[config.mk]
export PLATFORM = sky130hd
export DESIGN_NAME = phase_step_ctrl
export DESIGN_NICKNAME = d
export VERILOG_FILES = /design/src/rtl/phase_step_ctrl.sv
export SDC_FILE = /design/constraint.sdc
export NUM_CORES = 1
export LEC_CHECK = 0
export ABC_AREA = 1
export CORE_UTILIZATION = 55
export DETAILED_ROUTE_END_ITERATION = 6
export DONT_BUFFER_PORTS = 1
export GPL_ROUTABILITY_DRIVEN = 0
export PLACE_DENSITY = 0.68
export SLEW_MARGIN = 20
export SYNTH_ARGS = -nofsm -noshare
export SYNTH_HDL_FRONTEND = slang
export SYNTH_SLANG_ARGS = --single-unit
[constraint.sdc]
create_clock -name clk -period 4.55 [get_ports clk]
set_input_delay 0.91 -clock clk [delete_from_list [all_inputs] [get_ports clk]]
set_output_delay 0.91 -clock clk [all_outputs]
set_load 0.05 [all_outputs]
[src/rtl/phase_step_ctrl.sv]
// Turns phase-detector shift pulses and software step requests into PLL dynamic
// phase-shift handshakes, tracking phase position and lock state.
module phase_step_ctrl #(
    parameter int         PHASE_STEPS = 56,
    parameter int         PHASE_W     = 6,
    parameter logic [2:0] CNTSEL      = 3'd2,
    parameter int         SETTLE      = 16,
    parameter int         TIMEOUT     = 1023,
    parameter int         LOCK_CNT    = 4095
) (
    input  logic               clk,
    input  logic               reset,
    input  logic               enable,
    input  logic               shift,
    input  logic               sw_up,
    input  logic               sw_down,
    input  logic               clr_err,
    input  logic               pll_phasedone,
    output logic               pll_phasestep,
    output logic               pll_updown,
    output logic [2:0]         pll_cntsel,
    output logic [PHASE_W-1:0] phase,
    output logic               busy,
    output logic               locked,
    output logic               overrun,
    output logic               timeout
);

    localparam int CNT_W = $clog2(TIMEOUT + SETTLE + 2);
    localparam int QW    = $clog2(LOCK_CNT + 1);

    localparam logic [CNT_W-1:0]   TO_LAST    = CNT_W'(TIMEOUT - 1);
    localparam logic [CNT_W-1:0]   ST_LAST    = CNT_W'(SETTLE - 1);
    localparam logic [CNT_W-1:0]   STEP_LAST  = CNT_W'(1);
    localparam logic [PHASE_W-1:0] PHASE_MAX  = PHASE_W'(PHASE_STEPS - 1);
    localparam logic [QW-1:0]      QUIET_MAX  = QW'(LOCK_CNT);

    typedef enum logic [2:0] {
        S_IDLE, S_STEP, S_WAIT_LO, S_WAIT_HI, S_SETTLE, S_ABORT
    } state_t;

    state_t           state, state_nxt;
    logic [CNT_W-1:0] cnt;
    logic [QW-1:0]    quiet;
    logic             pend_vld, pend_dir;
    logic             load, done;
    logic             req_sh, req_any, req_multi, req_dir;
    logic             pend_free, accept, ovr_set;

    assign pll_cntsel = CNTSEL;
    assign busy       = (state != S_IDLE);
    assign locked     = (quiet == QUIET_MAX);

    // sw_down outranks sw_up outranks shift; only the winner may be captured
    assign req_sh    = shift & enable;
    assign req_any   = sw_down | sw_up | req_sh;
    assign req_multi = (sw_down & sw_up) | (sw_down & req_sh) | (sw_up & req_sh);
    assign req_dir   = ~sw_down;

    // the slot frees up in the same cycle IDLE consumes it
    assign pend_free = ~pend_vld | load;
    assign accept    = req_any & pend_free;
    assign ovr_set   = req_any & (~pend_free | req_multi);

    always_comb begin
        state_nxt     = state;
        load          = 1'b0;
        done          = 1'b0;
        pll_phasestep = 1'b0;
        case (state)
            S_IDLE: begin
                if (pend_vld) begin
                    load      = 1'b1;
                    state_nxt = S_STEP;
                end
            end
            S_STEP: begin
                pll_phasestep = 1'b1;
                if (cnt == STEP_LAST) state_nxt = S_WAIT_LO;
            end
            S_WAIT_LO: begin
                if (!pll_phasedone)      state_nxt = S_WAIT_HI;
                else if (cnt == TO_LAST) state_nxt = S_ABORT;
            end
            S_WAIT_HI: begin
                if (pll_phasedone) begin
                    done      = 1'b1;
                    state_nxt = S_SETTLE;
                end else if (cnt == TO_LAST) begin
                    state_nxt = S_ABORT;
                end
            end
            S_SETTLE: begin
                if (cnt == ST_LAST) state_nxt = S_IDLE;
            end
            S_ABORT:  state_nxt = S_SETTLE;
            default:  state_nxt = S_IDLE;
        endcase
    end

    always_ff @(posedge clk or posedge reset) begin
        if (reset) begin
            state      <= S_IDLE;
            cnt        <= '0;
            pend_vld   <= 1'b0;
            pend_dir   <= 1'b0;
            pll_updown <= 1'b0;
            phase      <= '0;
            quiet      <= '0;
            overrun    <= 1'b0;
            timeout    <= 1'b0;
        end else begin
            state <= state_nxt;

            // per-state cycle counter, restarted on every state change
            if (state_nxt != state)  cnt <= '0;
            else if (state != S_IDLE) cnt <= cnt + 1'b1;

            if (accept) begin
                pend_vld <= 1'b1;
                pend_dir <= req_dir;
            end else if (load) begin
                pend_vld <= 1'b0;
            end

            if (load) pll_updown <= pend_dir;

            if (done) begin
                if (pll_updown) phase <= (phase == PHASE_MAX) ? '0 : phase + 1'b1;
                else            phase <= (phase == '0) ? PHASE_MAX : phase - 1'b1;
            end

            if (ovr_set)      overrun <= 1'b1;
            else if (clr_err) overrun <= 1'b0;

            if (state == S_ABORT) timeout <= 1'b1;
            else if (clr_err)     timeout <= 1'b0;

            if (!enable || state != S_IDLE || pend_vld || req_any) quiet <= '0;
            else if (quiet != QUIET_MAX)                             quiet <= quiet + 1'b1;
        end
    end

endmodule

==> results of run 1 <==
## layout make-up
cell class / count / area, um^2
multi-input cells: 208 / 1130
clock buffers: 7 / 96.3
inverters: 47 / 176
fillers: 389 / 1600
repair buffers: 1 / 7.51
clock inverters: 1 / 5.00
flip-flops and latches: 37 / 926
well taps: 50 / 62.6
## flip-flops by register name, summed over array words and instances (netlist names)
| name | flops |
|---|---|
| cnt | 11 |
| overrun | 1 |
| pend_dir | 1 |
| pend_vld | 1 |
| phase | 6 |
| pll_updown | 1 |
| quiet | 12 |
| state | 3 |
| timeout | 1 |
## how the worst max path moves through the flow
stage / end / cells past startpoint
4_1_cts: locked / 5
6_report: locked / 5
5_1_grt: locked / 5
3_5_place_dp: locked / 5
3_3_place_gp: locked / 5
2_1_floorplan: locked / 5
## synthesized netlist by cell type, drive strengths merged
| cell type | n |
|---|---|
| nand2 | 61 |
| dfrtp | 37 |
| o21a | 2 |
| a211oi | 2 |
| conb | 2 |
| nand4 | 8 |
| nand3 | 22 |
| a32oi | 1 |
| a31oi | 4 |
| nor3b | 1 |
| a31o | 1 |
| o211ai | 2 |
| nor2 | 45 |
| a311oi | 1 |
| inv | 47 |
| buf | 6 |
| ha | 7 |
| o21ai | 18 |
| xor2 | 12 |
| nor3 | 7 |
| xnor2 | 2 |
| a21oi | 9 |
## stage by stage
stage | utilization | area, um^2
floorplan | - | 2280
global placement | 0.576 | 2300
detailed placement | 0.576 | 2300
CTS | 0.601 | 2400
global route | 0.601 | 2400
finish | 0.601 | 2400
## cells by family (layout without fill, tap and decap cells)
kind of cell / count (synthesis) / count (layout) / share of synthesized area
simple gates: 144 / 144 / 0.297
fa+ha+maj: 7 / 7 / 0.0384
flops: 37 / 37 / 0.406
compound gates: 40 / 40 / 0.101
other cells: 2 / 3 / 0.00329
buf+inv: 53 / 56 / 0.100
xor+xnor: 14 / 14 / 0.0538
## metal layers
layer | vias to the layer above | track usage | wire [um]
met5 | - | 0 | 0
met3 | 6 | 0.0672 | 244
met4 | 0 | 0.0798 | 65
li1 | 947 | - | -
met2 | 31 | 0.330 | 1990
met1 | 848 | 0.282 | 2050
## cell usage in the layout (no fill, tap or decap), types with 3 or more instances in the layout
cell type / synthesis / routed
dfrtp_1: 37 / 37
nor2_2: 12 / 12
nand4_1: 8 / 8
conb_1: 2 / 3
xor2_1: 12 / 12
nand2_1: 59 / 59
nand3_1: 20 / 20
nor2_1: 31 / 31
a31oi_1: 4 / 4
a21oi_1: 9 / 9
nor3_1: 5 / 5
ha_1: 7 / 7
inv_1: 45 / 45
o21ai_0: 18 / 18
clkbuf_8: 0 / 7
## power by group through the flow
stage / sequential (W) / combinational [W] / clock, W
2_1_floorplan: 0.000585 / 0.000499 / 0
3_3_place_gp: 0.000610 / 0.000522 / 0
3_5_place_dp: 0.000613 / 0.000530 / 0
4_1_cts: 0.000606 / 0.000533 / 0.000264
5_1_grt: 0.000621 / 0.000584 / 0.000278
6_report: 0.000607 / 0.000530 / 0.000256
## worst reg2reg max path: stages (launching register included)
cell and delay, ns:
dfrtp_1 0.51, inv_1 0.11, nor3_2 0.71, nand2_1 0.21
nand3_2 0.13, nand2_1 0.06, nand2_1 0.07, nand3_2 0.29
nor2_1 0.17
==> reports/results.tsv, run 1 <==
metric	value	unit
RSZ-0062 raised after global routing	no	
outcome	finished, final reports clean	
FMAX	0.378	GHz
Num CTS Buffers	5	
Post-Syn Area per Cell	7.68	um^2
Mapped Cells	297	
Post-Place Cells	343	
Placement Setup Slack	2.22	ns
delay of the slowest cell on the worst path	0.56	ns
Slew HR	0.385	
post-route ant nets	0	
Clk pwr share	0.184	
Overall Power	0.00139	W
hold worst-path end	quiet[8]	
final WL	4350	um
area fraction of the dominant cell type after synthesis	0.406	
Post-Syn Area	2280	um^2
Vias per Instance	5.22	
CP top delay family	simple AND/OR/NAND/NOR gates	
Worst Path Arrival	1.74	ns
CTS resizes	0	
sequential power share	0.436	
Vias	1832	
worst reg-to-reg path cell count	8	
Hold Path Depth	1	
critical-path cell list	ha_1 -> nand2_1 -> inv_1 -> nand3_1 -> nor2_2	
IO Count	23	
sequential-to-total area share from yosys stat	0.406	
Max Slew Vio Count	0	
nets@finish	315	
DPL Wire Length	3180	um
I/O Buffers	0	
Int Pwr	0.000678	W
share of layout cells above drive strength 1	0.106	
initial antenna violation count	0	
Gate power share	0.381	
IR drop worst, VDD	0.193	mV
Hold Path Class	reg2reg	
Slowest cell on crit path	nor2_2	
grt ovf	0	
final setup violation count	0	
Initial Util	0.570	
Core ar.	4000	um^2
Die W	66.4	um
final worst path period share	0.582	
post-synthesis cell type count	30	
Pleak	1.15	nW
critical path launch point type	flop	
Setup TNS Final	0	ns
latest clock arrival within the worst-skew pair	0.29	ns
r2r endpoint	cnt[9]	
1st-iter DRT viols	92	
yosys warns	0	
CP Class	reg2out	
CTS sink count	37	
FF-to-FF setup slack	2.22	ns
Post-CTS Hold Buffers	0	
switching pwr	0.000715	W
CTS tree	built	
drt wl/cell	12.4	um
drt pass-1 iters	4	
Inserted Diodes	0	
P per Cell Area	580	nW/um^2
register bit total from synthesis	37	
Max-cap violations	0	
total setup buffers inserted after CTS	0	
crit path max fanout	5	
reg2reg start	state[0]	
Max Buffers Root-to-Sink	2	
final hold vios	0	
Setup Skew	0.00339	ns
vias in the first global route	1614	
Non-Filler Instances	351	
pin count of the biggest net entering global routing	38	
fin worst setup slack	1.90	ns
total track usage	0.215	
clock-pin slew on the worst setup and hold paths	0.07	ns
top post-synthesis cells by area	dfrtp_1 (41%), nand2_1 (9.7%), inv_1 (7.4%), nor2_1 (5.1%), xor2_1 (4.6%)	
Layout Area Growth over Synthesis	5.38	%
Crit. End Element	output pin	
WHS	0.505	ns
Root Buffer	clkbuf_8	
required time of the critical path	3.64	ns
post-synth top area cell	dfrtp_1	
DRC viols	0	
Hold Path Origin	quiet[8]	
H-tree levels	2	
Tmin final	2.65	ns
Tightest Pin Transition	0.918	ns
Row Count	23	
DIE AREA	4410	um^2
Critical path buffers and inverters	1	
worst setup path startpoint	quiet[0]	
DIE HEIGHT	66.4	um
Net Sw Frac	0.514	
first-pass GRT wire length	6980	um
Power figures use the tool's default switching activity.
==> inputs of run 2 (changes only) <==
- clock period: 4.55 -> 2.5 ns (I/O delays scaled with it)
==> reports/results.tsv, run 2 (synthesis gave the netlist of run 1 again) <==
metric	value	unit
final setup violation count	0	
Core ar.	4000	um^2
FF-to-FF setup slack	0.60	ns
Worst Path Arrival	1.53	ns
Layout Area Growth over Synthesis	6.36	%
Critical path buffers and inverters	2	
latest clock arrival within the worst-skew pair	0.29	ns
drt wl/cell	12.6	um
final hold vios	0	
drt pass-1 iters	4	
fill cell total of the finished layout	380	
clock-pin slew on the worst setup and hold paths	0.07	ns
CTS resizes	0	
Root Buffer	clkbuf_8	
worst reg-to-reg path cell count	7	
most flop-heavy register	quiet	
post-route ant nets	0	
final WL	4470	um
sequential power share	0.405	
share of layout cells above drive strength 1	0.115	
Initial Util	0.570	
CP top delay family	flip-flops	
final worst path period share	0.814	
critical-path cell list	ha_1 -> nand2_1 -> inv_1 -> nand3_1 -> nor2_2 -> buf_4	
Clk pwr share	0.167	
Max-cap violations	0	
crit path max fanout	5	
r2r endpoint	phase[3]	
initial antenna violation count	0	
Num CTS Buffers	5	
Inserted Diodes	0	
Die W	66.4	um
Gate power share	0.428	
H-tree levels	2	
nets@finish	320	
required time of the critical path	2.00	ns
CP Class	reg2out	
vias in the first global route	1742	
CTS tree	built	
Setup Skew	0.00295	ns
IR drop worst, VDD	0.398	mV
CTS sink count	37	
DIE HEIGHT	66.4	um
DIE AREA	4410	um^2
Max Slew Vio Count	0	
outcome	finished, final reports clean	
WHS	0.196	ns
Int Pwr	0.00125	W
switching pwr	0.00131	W
total setup buffers inserted after CTS	0	
Overall Power	0.00256	W
Slowest cell on crit path	dfrtp_1	
DPL Wire Length	3320	um
pin count of the biggest net entering global routing	38	
I/O Buffers	0	
Vias per Instance	5.34	
Tmin final	2.03	ns
Setup TNS Final	0	ns
Pleak	1.16	nW
1st-iter DRT viols	151	
DRC viols	0	
Slew HR	0.578	
Vias	1894	
FMAX	0.492	GHz
max FFs per register	12	
Net Sw Frac	0.512	
critical path launch point type	flop	
IO Count	23	
largest registers	quiet (12), cnt (11), phase (6)	
total track usage	0.235	
delay of the slowest cell on the worst path	0.40	ns
Tightest Pin Transition	0.633	ns
RSZ-0062 raised after global routing	no	
first-pass GRT wire length	7670	um
Crit. End Element	output pin	
Post-CTS Hold Buffers	0	
reg2reg start	phase[0]	
commonest non-fill, non-tap cells in the layout	nand2_1 (59), inv_1 (45), dfrtp_1 (37)	
leading cell type in the layout, fill and taps excluded	nand2_1	
grt ovf	0	
Max Buffers Root-to-Sink	2	
Row Count	23	
Hold Path Class	in2async	
P per Cell Area	1060	nW/um^2
## run 2: power groups by stage
| stage | Sequential, W | Clock, W | Combinational, W |
|---|---|---|---|
| global route | 0.00106 | 0.000470 | 0.00123 |
| finish | 0.00104 | 0.000428 | 0.00110 |
| CTS | 0.00104 | 0.000437 | 0.00110 |
| floorplan | 0.00107 | 0 | 0.000908 |
| detailed placement | 0.00105 | 0 | 0.00110 |
| global placement | 0.00104 | 0 | 0.00109 |
## run 2: routing by layer
metal | global-route usage | up-vias | part of all wire
met5 | 0 | - | 0
met4 | 0.114 | 0 | 0.023
met3 | 0.0552 | 9 | 0.045
met2 | 0.374 | 34 | 0.46
met1 | 0.298 | 886 | 0.48
li1 | - | 965 | -
## run 2: how the worst max path moves through the flow
stage / startpoint / to / slack, ns / depth (start not counted)
after floorplan: state[2] / cnt[1] / 0.56 / 7
after global placement: state[0] / quiet[4] / 0.68 / 6
after detailed placement: cnt[0] / cnt[9] / 0.62 / 12
after CTS: quiet[0] / locked / 0.46 / 6
after global routing: quiet[0] / locked / 0.33 / 6
final: quiet[0] / locked / 0.47 / 6
## run 2: through the flow
stage | utilization | setup slack [ns] | instances | area [um^2]
after floorplan | - | 0.558 | 298 | 2280
after global placement | 0.585 | 0.683 | 348 | 2340
after detailed placement | 0.585 | 0.624 | 348 | 2340
after CTS | 0.607 | 0.465 | 355 | 2430
after global routing | 0.607 | 0.326 | 355 | 2430
final | 0.607 | 0.466 | 355 | 2430
## run 2: area by class of cell
class,count,area (um^2),area share
inverters,47,176,0.0727
well taps,50,62.6,0.0258
clock buffers,7,86.3,0.0356
repair buffers,6,45.0,0.0186
multi-input cells,208,1130,0.466
flip-flops and latches,37,926,0.382
